[src/rtl/game_control.sv]
// Frame sequencer for the obstacle dodger: runs the draw/wait/erase/update loop and
// tracks lives, level, collision and goal events through to game over or win.
//
//   state    | meaning
//   ---------+-----------------------------------------------------------
//   S_IDLE   | after reset, waiting for the start key
//   S_LOAD   | start key held; lives and level loaded
//   S_DRAW   | plot sprite colour, PIXELS cycles
//   S_WAIT   | frame delay, FRAME_TICKS cycles, then event decision
//   S_ERASE  | plot background colour, PIXELS cycles
//   S_UPDATE | single-cycle datapath advance
//   S_HIT    | collision indication held HIT_HOLD cycles
//   S_LEVEL  | single-cycle level advance or win decision
//   S_OVER   | no lives left, waiting for restart
//   S_WIN    | last level cleared, waiting for restart
module game_control #(
    parameter int FRAME_TICKS = 833333,
    parameter int PIXELS      = 16,
    parameter int LIVES       = 3,
    parameter int LEVELS      = 4,
    parameter int HIT_HOLD    = 25000000,
    localparam int PW = $clog2(PIXELS),
    localparam int LW = $clog2(LIVES + 1),
    localparam int VW = $clog2(LEVELS + 1)
) (
    input  logic          clock,
    input  logic          reset,
    input  logic          ld,
    input  logic          collide,
    input  logic          goal,
    output logic          writeEnable,
    output logic          draw,
    output logic [PW-1:0] pix_count,
    output logic          update,
    output logic          respawn,
    output logic [LW-1:0] lives,
    output logic [VW-1:0] level,
    output logic          hit,
    output logic          game_over,
    output logic          win
);

    localparam logic [3:0] S_IDLE   = 4'd0;
    localparam logic [3:0] S_LOAD   = 4'd1;
    localparam logic [3:0] S_DRAW   = 4'd2;
    localparam logic [3:0] S_WAIT   = 4'd3;
    localparam logic [3:0] S_ERASE  = 4'd4;
    localparam logic [3:0] S_UPDATE = 4'd5;
    localparam logic [3:0] S_HIT    = 4'd6;
    localparam logic [3:0] S_LEVEL  = 4'd7;
    localparam logic [3:0] S_OVER   = 4'd8;
    localparam logic [3:0] S_WIN    = 4'd9;

    // One down-counter serves both the frame wait and the hit hold.
    localparam int TMAX = (FRAME_TICKS > HIT_HOLD) ? FRAME_TICKS : HIT_HOLD;
    localparam int TW   = $clog2(TMAX);

    logic [3:0]    state;
    logic [TW-1:0] tmr;
    logic          col_flag;
    logic          goal_flag;
    logic          play_phase;
    logic          pix_last;
    logic          tmr_done;

    assign play_phase = (state == S_DRAW) || (state == S_WAIT) ||
                        (state == S_ERASE) || (state == S_UPDATE);
    assign pix_last   = (pix_count == PW'(PIXELS - 1));
    assign tmr_done   = (tmr == '0);

    assign writeEnable = (state == S_DRAW) || (state == S_ERASE);
    assign draw        = (state == S_DRAW);
    assign update      = (state == S_UPDATE);
    assign hit         = (state == S_HIT);
    assign game_over   = (state == S_OVER);
    assign win         = (state == S_WIN);
    assign respawn     = ((state == S_HIT) && tmr_done && (lives != '0)) ||
                         ((state == S_LEVEL) && (level != VW'(LEVELS)));

    always_ff @(posedge clock or posedge reset) begin
        if (reset) begin
            state     <= S_IDLE;
            tmr       <= '0;
            pix_count <= '0;
            lives     <= '0;
            level     <= '0;
            col_flag  <= 1'b0;
            goal_flag <= 1'b0;
        end else begin
            if (play_phase) begin
                if (collide) col_flag  <= 1'b1;
                if (goal)    goal_flag <= 1'b1;
            end
            case (state)
                S_IDLE, S_OVER, S_WIN: begin
                    if (ld) begin
                        state <= S_LOAD;
                        lives <= LW'(LIVES);
                        level <= VW'(1);
                    end
                end
                S_LOAD: begin
                    if (!ld) begin
                        state     <= S_DRAW;
                        pix_count <= '0;
                    end
                end
                S_DRAW: begin
                    if (pix_last) begin
                        state     <= S_WAIT;
                        pix_count <= '0;
                        tmr       <= TW'(FRAME_TICKS - 1);
                    end else begin
                        pix_count <= pix_count + PW'(1);
                    end
                end
                S_WAIT: begin
                    if (tmr_done) begin
                        // Clearing wins over an event arriving on the decision cycle.
                        col_flag  <= 1'b0;
                        goal_flag <= 1'b0;
                        if (col_flag) begin
                            state <= S_HIT;
                            tmr   <= TW'(HIT_HOLD - 1);
                            if (lives != '0) lives <= lives - LW'(1);
                        end else if (goal_flag) begin
                            state <= S_LEVEL;
                        end else begin
                            state     <= S_ERASE;
                            pix_count <= '0;
                        end
                    end else begin
                        tmr <= tmr - TW'(1);
                    end
                end
                S_ERASE: begin
                    if (pix_last) begin
                        state     <= S_UPDATE;
                        pix_count <= '0;
                    end else begin
                        pix_count <= pix_count + PW'(1);
                    end
                end
                S_UPDATE: begin
                    state     <= S_DRAW;
                    pix_count <= '0;
                end
                S_HIT: begin
                    if (tmr_done) begin
                        if (lives == '0) begin
                            state <= S_OVER;
                        end else begin
                            state     <= S_ERASE;
                            pix_count <= '0;
                        end
                    end else begin
                        tmr <= tmr - TW'(1);
                    end
                end
                S_LEVEL: begin
                    if (level == VW'(LEVELS)) begin
                        state <= S_WIN;
                    end else begin
                        level     <= level + VW'(1);
                        state     <= S_ERASE;
                        pix_count <= '0;
                    end
                end
                default: state <= S_IDLE;
            endcase
        end
    end

endmodule

[config.mk]
export PLATFORM = sky130hd
export DESIGN_NAME = game_control
export DESIGN_NICKNAME = d
export VERILOG_FILES = /design/src/rtl/game_control.sv
export SDC_FILE = /design/constraint.sdc
export NUM_CORES = 1
export LEC_CHECK = 0
export ABC_AREA = 1
export CORE_MARGIN = 3
export CORE_UTILIZATION = 45
export DETAILED_ROUTE_END_ITERATION = 6
export HOLD_SLACK_MARGIN = 0.08
export PLACE_DENSITY = 0.73
export SYNTH_ARGS = -nofsm -noshare
export SYNTH_HDL_FRONTEND = slang
export SYNTH_SLANG_ARGS = --single-unit
[constraint.sdc]
create_clock -name clock -period 3.1 [get_ports clock]
set_input_delay 0.775 -clock clock [delete_from_list [all_inputs] [get_ports clock]]
set_output_delay 0.775 -clock clock [all_outputs]
set_load 0.005 [all_outputs]
==> impl_metrics.yaml, run 1 <==
drt:
  dr.pass1.iters: 5
  wl_um: 6500
  vias: 2593
  wire_per_inst_um: 13.24
  final_antenna_net_count: 0
  vias_per_cell: 5.281
  route.detailed.drc: 0
  drtIter0Drc: 219
worst_hold_path:
  min_path_type: "flop to flop"
  min_delay_path_depth: 1
  hold_path.startpoint: "lives[0]"
  holdPathEnd: "lives[0]"
grt:
  overflow: 0
  grt_max_degree: 41
  first_global_vias: 2357
  antenna_found_initial: 0
  grt.total_usage_pct: 19.00
  grt_pass1_wl_um: 10910
setup_path:
  cp_top_family: "buffers and inverters"
  timing.rr.start: "tmr[0]"
  required_ps: 2320
  critPathMostFrequentCell: "nand2_2"
  crit_buf_inv: 3
  path_cells: "inv_2 > ha_1 > nand2_1 > inv_1 > nand2_2 > nor2_2 > nand2_2 > o21ai_1 > clkdlybuf4s50_1"
  slowest_stage: "clkdlybuf4s50_1"
  critPathKind: "flop to primary output"
  regToRegEndpoint: "tmr[5]"
  crit_arrival_ps: 2170
  rr_worst_depth: 11
  max_stage_delay_ps: 520
  critPathCaptureType: "primary output"
  startpoint_type: "flop"
  r2r_slack_ps: 1040
  cp_max_fo: 6
timing:
  finalSetupTns_ps: 0
  final-setup-viol-count: 0
  post-route-period-util_pct: 94.88
  hold_violations: 0
  period_needed_ps: 2941
  slew_headroom_pct: 65.45
  worst_pin_slew_ps: 518.2
  rsz0062_at_grt: "false"
  fin_skew_ps: 4.817
  slew_viol_final: 0
  max_freq_mhz: 340.0
cts:
  clkLatencyLatePin_ps: 290
  postCtsHoldBufs: 0
  clock_path_buffers: 2
  clk_pin_slew_ps: 80
  clock-sinks: 40
  numCtsBuffers: 5
  htree_levels: 2
  postCtsSetupBuffers: 0
  root_buffer: "clkbuf_8"
  cts_tree: "done"
final_layout:
  antennaDiodeCount: 0
  fill_cells: 532
  final_layout_size_suffix_gt1_share_pct: 7.399
  fin_util_pct: 53.52
  register_area_um2: 1001
  area.growth.synth_to_final_pct: 12.44
  nets: 429
  multiInputGateArea_um2: 1433
run_status:
  outcome: "finished, final reports clean"
synth:
  synth_top_area_share_pct: 37.28
  synth_area_leaders: "dfrtp_1, nand2_1, nor2_1, inv_1, nand3_1"
  ys.flop_type: "dfrtp_1"
  syn-num-nets: 406
  syn_avg_cell_area_um2: 6.780
  netlist_top_cells_count: "nand2_1, nor2_1, inv_1"
  syn_area_um2: 2685
  yosys_warnings: 0
  ys_ff_latch: 40
  synth_area_leader_cell: "dfrtp_1"
  ys_seq_area_share_pct: 37.28
  synth_edf_count: 0
  synth-async-reset-ratio_pct: 100.0
  yosysUniqueCellTypes: 29
  synth.most_common_cell: "nand2_1"
  synth_cells: 396
die:
  dieArea_um2: 6930
  start_util_pct: 47.59
  dieWidth_um: 83.25
  core-area_um2: 5642
  ioPinCount: 21
  std_cell_rows: 27
  fp.dieH_um: 83.25
power:
  power_density_nw_per_um2: 702.3
  ir_worst_vdd_mv: 0.3995
  p_leak_nw: 1.458
flow_run:
  maxCapViolCount: 0
place:
  portBuffers: 20
  dp_hpwl_um: 4865
  gp_congestion: 0.9447
==> worst register-to-register path, delay by kind of cell, from the launching register on <==
family | cells | cell delay [ps]
adder cells (fa/ha/maj) | 1 | 170
buffers and inverters | 3 | 400
flip-flops | 1 | 390
AND/OR/NAND/NOR | 7 | 980
==> flip-flops by register name (all words and copies together) (netlist names) <==
signal,flops
tmr,25
pix_count,4
state,4
level,3
lives,2
col_flag,1
goal_flag,1
==> cell families (layout without fill, tap and decap cells) <==
group / after synthesis / count (layout) / share of synthesized area (%)
flip-flops: 40 / 40 / 37.28
XOR/XNOR: 13 / 13 / 4.240
AO/OA/AOI/OAI: 53 / 53 / 10.44
buffers and inverters: 60 / 83 / 9.646
adder cells (fa/ha/maj): 5 / 5 / 2.330
AND/OR/NAND/NOR: 225 / 225 / 36.07
==> layer usage <==
| metal | wire (um) | track usage, % | up-vias |
|---|---|---|---|
| li1 | - | - | 1296 |
| met1 | 2978 | 25.87 | 1188 |
| met2 | 2984 | 30.03 | 94 |
| met3 | 415 | 4.167 | 15 |
| met4 | 121 | 6.092 | 0 |
| met5 | 0 | 0 | - |
==> area by class of cell <==
class / count / area share (%)
clock buffers: 6 / 2.404
clock inverters: 1 / 0.1658
inverters: 55 / 6.962
multi-input cells: 296 / 47.45
flip-flops and latches: 40 / 33.15
well taps: 72 / 2.984
repair buffers: 21 / 6.879
==> stage by stage <==
step	area, um^2	instances	setup WS [ps]	power [mW]	hold slack [ps]
2_1_floorplan	2685	396	994.0	1.512	471.4
3_3_place_gp	2934	484	361.8	1.772	497.8
3_5_place_dp	2934	484	300.6	1.794	508.2
4_1_cts	3012	491	19.46	2.127	529.9
5_1_grt	3019	491	9.086	2.301	555.9
6_report	3019	491	158.7	2.120	522.9
==> cells in the final DEF (no fill, tap or decap) <==
cell             synthesis  layout
a211oi_1                 1       1
a21oi_1                 13      13
buf_4                    2       1
clkbuf_1                 0       1
clkbuf_8                 0       5
clkdlybuf4s50_1          0      20
clkinv_2                 1       2
dfrtp_1                 40      40
ha_1                     5       5
inv_1                   48      47
inv_2                    5       6
inv_4                    1       1
nand2_1                113     111
nand2_2                  2       4
nand2_4                  1       1
nand3_1                 22      22
nand3_2                  3       3
nand3_4                  2       2
nand4_1                  6       6
nor2_1                  68      67
nor2_2                   1       2
nor2_4                   1       1
nor3_1                   5       5
nor3_2                   1       1
o211ai_1                 1       1
o21ai_0                 16      15
o21ai_1                 18      19
o21ai_2                  2       2
o22ai_1                  2       2
xnor2_1                  2       2
xor2_1                  11      11
==> what timing repair did <==
action | CTS | global route
resized for setup | 1 | 4
gates cloned | 0 | 0
hold endpoints to repair | 0 | 0
pin swaps | 0 | 1
setup endpoints to repair | 1 | 1
==> worst max path at each step <==
stage / slack (ps) / cells past startpoint / endpoint / startpoint
after CTS: 20 / 9 / respawn / tmr[0]
after global placement: 360 / 9 / respawn / tmr[0]
final: 160 / 9 / respawn / tmr[0]
after detailed placement: 300 / 9 / respawn / tmr[0]
after floorplan: 990 / 8 / respawn / tmr[0]
after global routing: 9 / 9 / respawn / tmr[0]
==> where the power goes <==
group | internal, mW | switching [mW] | total, mW
Sequential | 0.625 | 0.128 | 0.754
Clock | 0.153 | 0.180 | 0.333
Combinational | 0.362 | 0.672 | 1.03
Total | 1.14 | 0.980 | 2.12
No activity file was read; power rests on OpenSTA's default activity.
==> run 2, diff against run 1 <==
- REMOVE_ABC_BUFFERS: not set -> 1
==> run 2 against run 1 <==
Sequential share of layout area is 0.62 points lower. Via count is 2.2% lower. Combinational power hardly changed. Count of clock-buffer cells in the layout is 1 higher. Power is 6.9% higher. Clock power is 44% higher. First-iteration DRC count is 15% higher. Non-clock buffer count is 1 higher.
==> impl_metrics.yaml, run 2 (synthesis gave the netlist of run 1 again) <==
run_status:
  outcome: "finished, final reports clean"
setup_path:
  required_ps: 2320
  r2r_slack_ps: 940
  critPathMostFrequentCell: "nand2_1"
  slowest_stage: "clkdlybuf4s50_1"
  cp_max_fo: 6
  critPathCaptureType: "primary output"
  critPathKind: "flop to primary output"
  startpoint_type: "flop"
  rr_worst_depth: 12
  path_cells: "inv_2 > ha_1 > nand2_1 > inv_1 > nand2_1 > nor2_2 > nand2_2 > o21ai_2 > clkdlybuf4s50_1"
  max_stage_delay_ps: 510
  crit_arrival_ps: 2190
flow_run:
  maxCapViolCount: 0
cts:
  root_buffer: "clkbuf_8"
  clock-sinks: 40
  htree_levels: 2
  cts_tree: "done"
  clk_pin_slew_ps: 80
  postCtsHoldBufs: 0
  clock_path_buffers: 2
  numCtsBuffers: 5
  clkLatencyLatePin_ps: 300
final_layout:
  fill_cells: 544
  nets: 430
  top_register: "tmr"
  area.growth.synth_to_final_pct: 14.59
  antennaDiodeCount: 0
  top_regs: "tmr x25, pix_count x4, state x4"
  final_cell_area_um2: 3077
  final_common_cell: "nand2_1"
  most-common-layout-cells: "nand2_1, nor2_1, inv_1"
  largest_reg_flops: 25
  final_layout_size_suffix_gt1_share_pct: 8.076
grt:
  grt_max_degree: 41
  grt.total_usage_pct: 20.06
  antenna_found_initial: 0
  grt_pass1_wl_um: 11470
  first_global_vias: 2479
  overflow: 0
place:
  gp_congestion: 0.9388
  dp_hpwl_um: 4811
  portBuffers: 20
  placed_area_um2: 2934
timing:
  final-setup-viol-count: 0
  max_freq_mhz: 337.6
  slew_viol_final: 0
  hold_violations: 0
  period_needed_ps: 2962
  hold-worst-slack_ps: 495.0
  slew_headroom_pct: 65.17
  fin_skew_ps: 7.069
  post-route-period-util_pct: 95.56
  worst_pin_slew_ps: 522.4
drt:
  wire_per_inst_um: 13.34
  vias_per_cell: 5.144
  wl_um: 6578
  route.detailed.drc: 0
  drtIter0Drc: 252
  dr.pass1.iters: 4
  vias: 2536
  final_antenna_net_count: 0
die:
  start_util_pct: 47.59
  core-area_um2: 5642
  fp.dieH_um: 83.25
  dieArea_um2: 6930
  std_cell_rows: 27
  dieWidth_um: 83.25
  ioPinCount: 21
worst_hold_path:
  min_delay_path_depth: 1
  min_path_type: "flop to flop"
power:
  ir_worst_vdd_mv: 0.4199
  power_density_nw_per_um2: 736.7
  p_leak_nw: 1.488
## run 2: cell count changes in the layout (fill, tap and decap cells not counted)
cell / delta
nand2_2: -1
o21ai_1: -1
clkbuf_1: -1
bufinv_16: +1
nand2_1: +1
clkinv_2: -1
o21ai_2: +1
clkbuf_8: +2
buf_4: +1
## run 2: metal layers
layer  global-route usage [%]  wire length [um]  part of all wire (%)
met5                        0                 0                     0
met4                    6.092               117                   1.8
met3                    4.464               354                   5.4
met2                    32.80              3020                    46
met1                    26.44              3086                    47
## run 2: layout make-up
class,instances,area [um^2],area share [%]
clock buffer,7,96.34,3.131
inverter,55,210.2,6.832
clock inverter,1,30.03,0.9760
tap,72,90.09,2.928
timing repair buffer,22,215.2,6.995
sequential,40,1001,32.53
multi-input combinational,296,1434,46.60
## run 2: metrics by stage
| stage | instances | setup WS, ps | util [%] | power [mW] | TNS, ps |
|---|---|---|---|---|---|
| global route | 493 | -2.470 | 54.54 | 2.469 | -2.470 |
| detailed placement | 484 | 266.4 | 52.01 | 1.787 | 0 |
| floorplan | 391 | 994.0 | - | 1.448 | 0 |
| global placement | 484 | 372.8 | 52.01 | 1.770 | 0 |
| CTS | 492 | 35.31 | 54.29 | 2.275 | 0 |
| finish | 493 | 137.6 | 54.54 | 2.267 | 0 |
## run 2: power by group
part           total [mW]  switching [mW]  internal, mW
clock               0.478           0.193         0.284
combinational        1.04           0.674         0.362
sequential          0.753           0.127         0.625
## run 2: critical path, delay by kind of cell (launching register included)
family | cells | cell delay, ps
buffers and inverters | 3 | 680
and+or+nand+nor | 4 | 520
DFF | 1 | 390
adders and majority gates | 1 | 170
AOI/OAI and AO/OA | 1 | 140
## run 2: final timing paths
check                      startpoint           end
setup reg to reg               tmr[0]       tmr[12]
hold reg to reg              lives[0]      lives[0]
setup / recovery               tmr[0]       respawn
min in group asynchronous       reset  pix_count[3]
hold / removal               lives[0]      lives[0]
max in group asynchronous       reset     goal_flag
## run 2: what timing repair did
action | CTS | global route
setup endpoints to repair | 1 | 1
pin swaps | 0 | 1
gates resized for setup | 2 | 3
setup buffers | 0 | 1
